[src/rtl/alu_seq_if.sv]
// Operand/opcode request and HI:LO result bundle between the datapath and alu_seq.
interface alu_seq_if #(
    parameter int WIDTH = 32
);
    logic                   start;
    logic [3:0]             op;
    logic [WIDTH-1:0]       A;
    logic [WIDTH-1:0]       B;
    logic [2*WIDTH-1:0]     C;
    logic                   busy;
    logic                   done;
    logic                   div0;
    logic                   err;

    modport master (
        output start, op, A, B,
        input  C, busy, done, div0, err
    );

    modport slave (
        input  start, op, A, B,
        output C, busy, done, div0, err
    );
endinterface

[src/rtl/alu_seq.sv]
// Multi-cycle ALU: logic/shift ops done 1 cycle after accept, MUL/DIV done WIDTH+1 edges after accept.
// No queueing: start is only sampled while busy=0, requests during busy are dropped.
module alu_seq #(
    parameter int WIDTH = 32,
    localparam int SHW = $clog2(WIDTH)
) (
    input logic      clk,
    input logic      clr,
    alu_seq_if.slave bus
);
    typedef enum logic [1:0] {IDLE, ITER, FIX} state_t;

    localparam logic [3:0] OP_AND = 4'd0,  OP_OR  = 4'd1,  OP_ADD = 4'd2,  OP_SUB = 4'd3;
    localparam logic [3:0] OP_MUL = 4'd4,  OP_DIV = 4'd5,  OP_SHR = 4'd6,  OP_SHL = 4'd7;
    localparam logic [3:0] OP_ROR = 4'd8,  OP_ROL = 4'd9,  OP_NEG = 4'd10, OP_NOT = 4'd11;

    state_t               state, state_nxt;
    logic                 accept, op_mul, op_div, op_multi, b_zero;
    logic [WIDTH-1:0]     a_abs, b_abs;
    logic [SHW-1:0]       sh, sh_n;
    logic [WIDTH-1:0]     alu_lo;
    logic                 illegal;

    logic [SHW-1:0]       cnt;
    logic [2*WIDTH-1:0]   acc, acc_nxt, fix_c;
    logic [WIDTH-1:0]     opnd, a_q, acc_hi, acc_lo, quo, rem;
    logic [WIDTH:0]       mul_sum, div_trial;
    logic                 is_div, sgn, rsgn, dz;

    logic [2*WIDTH-1:0]   c_q;
    logic                 done_q, div0_q, err_q;

    assign bus.C    = c_q;
    assign bus.done = done_q;
    assign bus.div0 = div0_q;
    assign bus.err  = err_q;
    assign bus.busy = (state != IDLE);

    assign accept   = bus.start && (state == IDLE);
    assign op_mul   = (bus.op == OP_MUL);
    assign op_div   = (bus.op == OP_DIV);
    assign op_multi = op_mul || op_div;
    assign b_zero   = (bus.B == '0);
    assign a_abs    = bus.A[WIDTH-1] ? -bus.A : bus.A;
    assign b_abs    = bus.B[WIDTH-1] ? -bus.B : bus.B;

    // Rotates use the complementary amount modulo WIDTH, so an amount of 0 yields A|A = A.
    assign sh   = bus.B[SHW-1:0];
    assign sh_n = ~sh + 1'b1;

    always_comb begin
        alu_lo  = '0;
        illegal = 1'b0;
        case (bus.op)
            OP_AND:         alu_lo = bus.A & bus.B;
            OP_OR:          alu_lo = bus.A | bus.B;
            OP_ADD:         alu_lo = bus.A + bus.B;
            OP_SUB:         alu_lo = bus.A - bus.B;
            OP_SHR:         alu_lo = bus.A >> sh;
            OP_SHL:         alu_lo = bus.A << sh;
            OP_ROR:         alu_lo = (bus.A >> sh) | (bus.A << sh_n);
            OP_ROL:         alu_lo = (bus.A << sh) | (bus.A >> sh_n);
            OP_NEG:         alu_lo = -bus.A;
            OP_NOT:         alu_lo = ~bus.A;
            OP_MUL, OP_DIV: alu_lo = '0;
            default:        illegal = 1'b1;
        endcase
    end

    // acc holds HI:LO; MUL shifts the product in from the top, DIV shifts quotient bits into LO.
    always_comb begin
        acc_hi    = acc[2*WIDTH-1:WIDTH];
        acc_lo    = acc[WIDTH-1:0];
        mul_sum   = {1'b0, acc_hi} + {1'b0, (acc[0] ? opnd : '0)};
        div_trial = {acc_hi, acc[WIDTH-1]} - {1'b0, opnd};
        if (is_div) begin
            acc_nxt = div_trial[WIDTH] ? {acc[2*WIDTH-2:0], 1'b0}
                                       : {div_trial[WIDTH-1:0], acc[WIDTH-2:0], 1'b1};
        end else begin
            acc_nxt = {mul_sum, acc[WIDTH-1:1]};
        end
        quo = sgn  ? -acc_lo : acc_lo;
        rem = rsgn ? -acc_hi : acc_hi;
        if (dz)          fix_c = {a_q, {WIDTH{1'b1}}};
        else if (is_div) fix_c = {rem, quo};
        else             fix_c = sgn ? -acc : acc;
    end

    always_comb begin
        state_nxt = state;
        case (state)
            IDLE: if (accept && op_multi) state_nxt = (op_div && b_zero) ? FIX : ITER;
            ITER: if (&cnt) state_nxt = FIX;
            FIX:  state_nxt = IDLE;
            default: state_nxt = IDLE;
        endcase
    end

    always_ff @(posedge clk or negedge clr) begin
        if (!clr) state <= IDLE;
        else      state <= state_nxt;
    end

    always_ff @(posedge clk or negedge clr) begin
        if (!clr) begin
            cnt    <= '0;
            acc    <= '0;
            opnd   <= '0;
            a_q    <= '0;
            is_div <= 1'b0;
            sgn    <= 1'b0;
            rsgn   <= 1'b0;
            dz     <= 1'b0;
            c_q    <= '0;
            done_q <= 1'b0;
            div0_q <= 1'b0;
            err_q  <= 1'b0;
        end else begin
            done_q <= 1'b0;
            if (accept) begin
                a_q    <= bus.A;
                is_div <= op_div;
                sgn    <= bus.A[WIDTH-1] ^ bus.B[WIDTH-1];
                rsgn   <= bus.A[WIDTH-1];
                dz     <= op_div && b_zero;
                cnt    <= '0;
                opnd   <= op_div ? b_abs : a_abs;
                acc    <= {{WIDTH{1'b0}}, (op_div ? a_abs : b_abs)};
                err_q  <= illegal;
                div0_q <= 1'b0;
                if (!op_multi) begin
                    c_q    <= {{WIDTH{1'b0}}, alu_lo};
                    done_q <= 1'b1;
                end
            end else if (state == ITER) begin
                cnt <= cnt + 1'b1;
                acc <= acc_nxt;
            end else if (state == FIX) begin
                c_q    <= fix_c;
                done_q <= 1'b1;
                div0_q <= dz;
            end
        end
    end
endmodule

[src/flat_wrapper.sv]
// flat-port wrapper written by rule: the top's interface ports become plain ports
module alu_seq_flat 
#(
    parameter int WIDTH = 32,
    localparam int SHW = $clog2(WIDTH)
)
  (clk, clr, bus_start, bus_op, bus_A, bus_B, bus_C, bus_busy, bus_done, bus_div0, bus_err);
  alu_seq_if #(.WIDTH(WIDTH)) bus_i ();
  input logic clk;
  input logic clr;
  input wire logic [$bits(bus_i.start)-1:0] bus_start;
  input wire logic [$bits(bus_i.op)-1:0] bus_op;
  input wire logic [$bits(bus_i.A)-1:0] bus_A;
  input wire logic [$bits(bus_i.B)-1:0] bus_B;
  output wire logic [$bits(bus_i.C)-1:0] bus_C;
  output wire logic [$bits(bus_i.busy)-1:0] bus_busy;
  output wire logic [$bits(bus_i.done)-1:0] bus_done;
  output wire logic [$bits(bus_i.div0)-1:0] bus_div0;
  output wire logic [$bits(bus_i.err)-1:0] bus_err;
  assign bus_i.start = bus_start;
  assign bus_i.op = bus_op;
  assign bus_i.A = bus_A;
  assign bus_i.B = bus_B;
  assign bus_C = bus_i.C;
  assign bus_busy = bus_i.busy;
  assign bus_done = bus_i.done;
  assign bus_div0 = bus_i.div0;
  assign bus_err = bus_i.err;
  alu_seq #(.WIDTH(WIDTH)) u_core (.clk(clk), .clr(clr), .bus(bus_i));
endmodule
[config.mk]
export PLATFORM = sky130hd
export DESIGN_NAME = alu_seq_flat
export DESIGN_NICKNAME = d
export VERILOG_FILES = /design/src/rtl/alu_seq_if.sv /design/src/rtl/alu_seq.sv /design/src/flat_wrapper.sv
export SDC_FILE = /design/constraint.sdc
export NUM_CORES = 2
export LEC_CHECK = 0
export ABC_CLOCK_PERIOD_IN_PS = 3900
export CAP_MARGIN = 20
export CORE_UTILIZATION = 55
export CTS_CLUSTER_SIZE = 16
export DETAILED_ROUTE_END_ITERATION = 8
export HOLD_SLACK_MARGIN = 0.12
export PLACE_DENSITY = 0.75
export SETUP_SLACK_MARGIN = 0.2
export SLEW_MARGIN = 5
export SYNTH_ARGS = -nofsm -noshare
export SYNTH_HDL_FRONTEND = slang
export SYNTH_SLANG_ARGS = --single-unit
[constraint.sdc]
create_clock -name clk -period 3.9 [get_ports clk]
set_input_delay 0.78 -clock clk [delete_from_list [all_inputs] [get_ports clk]]
set_output_delay 0.78 -clock clk [all_outputs]
set_load 0.03 [all_outputs]
==> results_dict.tcl <==
set metrics [dict create \
    status "finished, violations left" \
    violations "design-rule violations, negative setup slack" \
    hpwl_um 100000 \
    pre_cts_slack_ps -1150 \
    start_kind "input port" \
    final_nets 4211 \
    grt_usage_pct 54.5 \
    rsz0062_at_grt "true" \
    intPower_w 0.0102 \
    cap_violations 0 \
    p_sw_w 0.0104 \
    grt_pass1_wl_um 196000 \
    skew_ps 69.2 \
    power_frac_seq_pct 19.5 \
    hold_viol 0 \
    synth_edf_count 0 \
    grt-ovfl-total 0 \
    die_y_um 220 \
    crit_required_ps 4380 \
    initial_core_util_pct 55.9 \
    syn-num-nets 3697 \
    hp-class "input port to asynchronous set/reset pin" \
    grt_pass1_vias 31100 \
    r2r-start "u_core.acc[14]" \
    yosysUniqueCellTypes 82 \
    r2r_end "u_core.bus.C[26]" \
    via_count 33300 \
    grt_max_degree 114 \
    vias_per_cell 7.15 \
    worst_pin_slew_ps 1150 \
    gp_congestion 1.20 \
    yosys.area.top_type "dfrtp_1" \
    slew_headroom_pct 22.8 \
    drive_gt1_share_pct 23.9 \
    drtIter0Drc 6128 \
    die_w_um 220 \
    stdcell_count 4655 \
    drv_slew 0 \
    dieArea_mm2 0.0484 \
    detail-route-antenna-nets 0 \
    min_period_ps 4190 \
    io_buffers 138 \
    synth_area_mm2 0.0261 \
    setup_viol 18 \
    max_freq_mhz 239 \
    yosysWarnings 0 \
    wl_met2_um 53300 \
    drt-met1-wl_um 47100 \
    synthFlopType "dfrtp_1" \
    holdBufCountCts 0 \
    multi_input_area_mm2 0.0205 \
    clockBufferDepth 3 \
    synthCells 3515 \
    area_growth_pct 30.3 \
    insertion_delay_ps 620 \
    numCtsBuffers 26 \
    crit_path_end_kind "flip-flop" \
    swShare_pct 50.6 \
    dpl.cell_count 4578 \
    synth_area_per_cell_um2 7.44 \
    worst_slack_ps -288 \
    cts_tree "yes" \
    clkTransAtPathRegs_ps 70 \
    leakage_nw 15.0 \
    ys_seq_elements 205 \
    power_density_mw_per_mm2 605 \
    highest-signal-layer "met5" \
    drt-total-wl_um 136000 \
    drt_first_pass_iters 9 \
    r2r_slack_ps 240 \
    drcViolationCount 13 \
    design_area_mm2 0.0341 \
    clock-sinks 205 \
    synth_area_leaders "dfrtp_1, mux2i_1, nand2_1" \
    yosys.area.top_type_share_pct 19.6 \
    crit_arrival_ps 4670 \
    finalCritPeriodShare_pct 107 \
    ios 139 \
    n_fill_cell 3677 \
    wl_per_cell_um 29.1 \
    placed_area_mm2 0.0321 \
    area.sequential_mm2 0.00513 \
    synth-seq-area-share_pct 19.6 \
    yosysMostFrequentCell "nand2_1" \
    synth.top_cells.by_count "nand2_1, nor2_1, o21ai_0, a21oi_1, clkbuf_1" \
    pwr-share-comb_pct 67.6 \
    rows 79 \
    coreArea_mm2 0.0468 \
    crit_path_max_fanout 3 \
    whs_ps 205 \
    wl_met3_um 20600 \
    async_flop_share_pct 100 \
    cts_root_buf "clkbuf_16" \
    htreeDepth 1 \
    path_class "input port to flip-flop" \
    r2r.worst_path.cells 9 \
    clkPwrFrac_pct 12.9 \
    ir_drop_uv 552 \
    antenna_found_initial 6 \
]
-- power by group through the flow --
stage	logic [W]	clock network, W	registers, W
detailed placement	0.0129	0	0.00396
global route	0.0147	0.00272	0.00407
global placement	0.0125	0	0.00391
floorplan	0.00833	0	0.00390
CTS	0.0132	0.00264	0.00394
finish	0.0139	0.00266	0.00402
-- how the worst max path moves through the flow --
stage	start	endpoint	slack (ps)	cells after the start
after floorplan	bus_B[0]	u_core.bus.C[29]	-1100	23
after global placement	bus_B[7]	u_core.bus.C[29]	-990	16
after detailed placement	bus_B[7]	u_core.bus.C[29]	-1150	17
after CTS	bus_B[1]	u_core.bus.C[27]	-90	19
after global routing	bus_B[1]	u_core.bus.C[17]	-360	19
final	bus_B[4]	u_core.bus.C[19]	-290	19
-- per-layer routing --
metal  track usage [%]  vias up
met5                 0        -
met4              44.6       10
met3              17.6      877
met2              77.8     3078
met1              66.6    15400
li1                  -    13900
-- cells by family (layout without fill, tap and decap cells) --
logic type / Yosys count / in the layout / share of synthesized area (%)
AOI/OAI and AO/OA: 1108 / 1108 / 27.2
xor gates and xnor gates: 250 / 250 / 8.40
adders and majority gates: 111 / 111 / 5.40
buffers and inverters: 361 / 892 / 5.28
DFF: 205 / 205 / 19.6
muxes: 327 / 327 / 14.4
other: 0 / 2 / 0
and+or+nand+nor: 1153 / 1153 / 19.6
-- critical path, stage by stage --
cell and delay (ps):
buf_6 120, or4_4 520, buf_6 160, or4_4 460, or3_4 370, nand2_4 80, xor2_2 210, ha_4 250
nand4_1 140, a211oi_2 60, o31ai_2 150, nand2_1 200, buf_4 170, a41o_1 250, o21ai_2 180, a21oi_1 120
buf_4 160, o31ai_4 160, a31oi_1 100
-- sequential cells by signal, indices dropped and copies added, names as in the netlist, 2 cells and up --
register and cells:
u_core.a_q 31, u_core.acc 64, u_core.bus.C 64, u_core.cnt 5, u_core.opnd 32, u_core.state 2
-- timing repair --
action / 4_1_cts / 5_1_grt
setup endpoints to repair: 27 / 43
pin swaps: 63 / 59
setup buffers: 17 / 11
gates resized for setup: 124 / 76
-- layout by cell type (no fill, tap or decap), types with 26 or more instances in the layout --
master / n
a211oi_1: 35
a21o_1: 61
a21oi_1: 213
a221oi_1: 30
a22oi_1: 48
a31oi_1: 42
buf_4: 594
clkbuf_16: 26
clkdlybuf4s50_1: 117
dfrtp_1: 204
ha_1: 103
inv_1: 69
mux2_2: 83
mux2i_1: 212
mux4_2: 32
nand2_1: 466
nand3_1: 51
nor2_1: 325
nor3_1: 61
o211ai_1: 83
o21ai_0: 302
o22ai_1: 31
or3_1: 29
xnor2_1: 127
xor2_1: 108
-- metrics by stage --
step	setup TNS [ps]	utilization (%)	power, W
2_1_floorplan	-16770	-	0.0122
3_3_place_gp	-20050	68.7	0.0164
3_5_place_dp	-23060	68.7	0.0169
4_1_cts	-301	71.9	0.0198
5_1_grt	-3900	72.9	0.0215
6_report	-2850	72.9	0.0206
-- area by class of cell --
class / instances / area share [%]
well taps: 607 / 2.23
flip-flops and latches: 205 / 15.1
clock buffers: 32 / 2.00
clock inverters: 13 / 0.639
diodes: 2 / 0.0147
repair buffers: 772 / 19.0
multi-input cells: 2949 / 60.2
inverters: 75 / 0.878
Note: power is estimated with default switching activity, not from simulation.
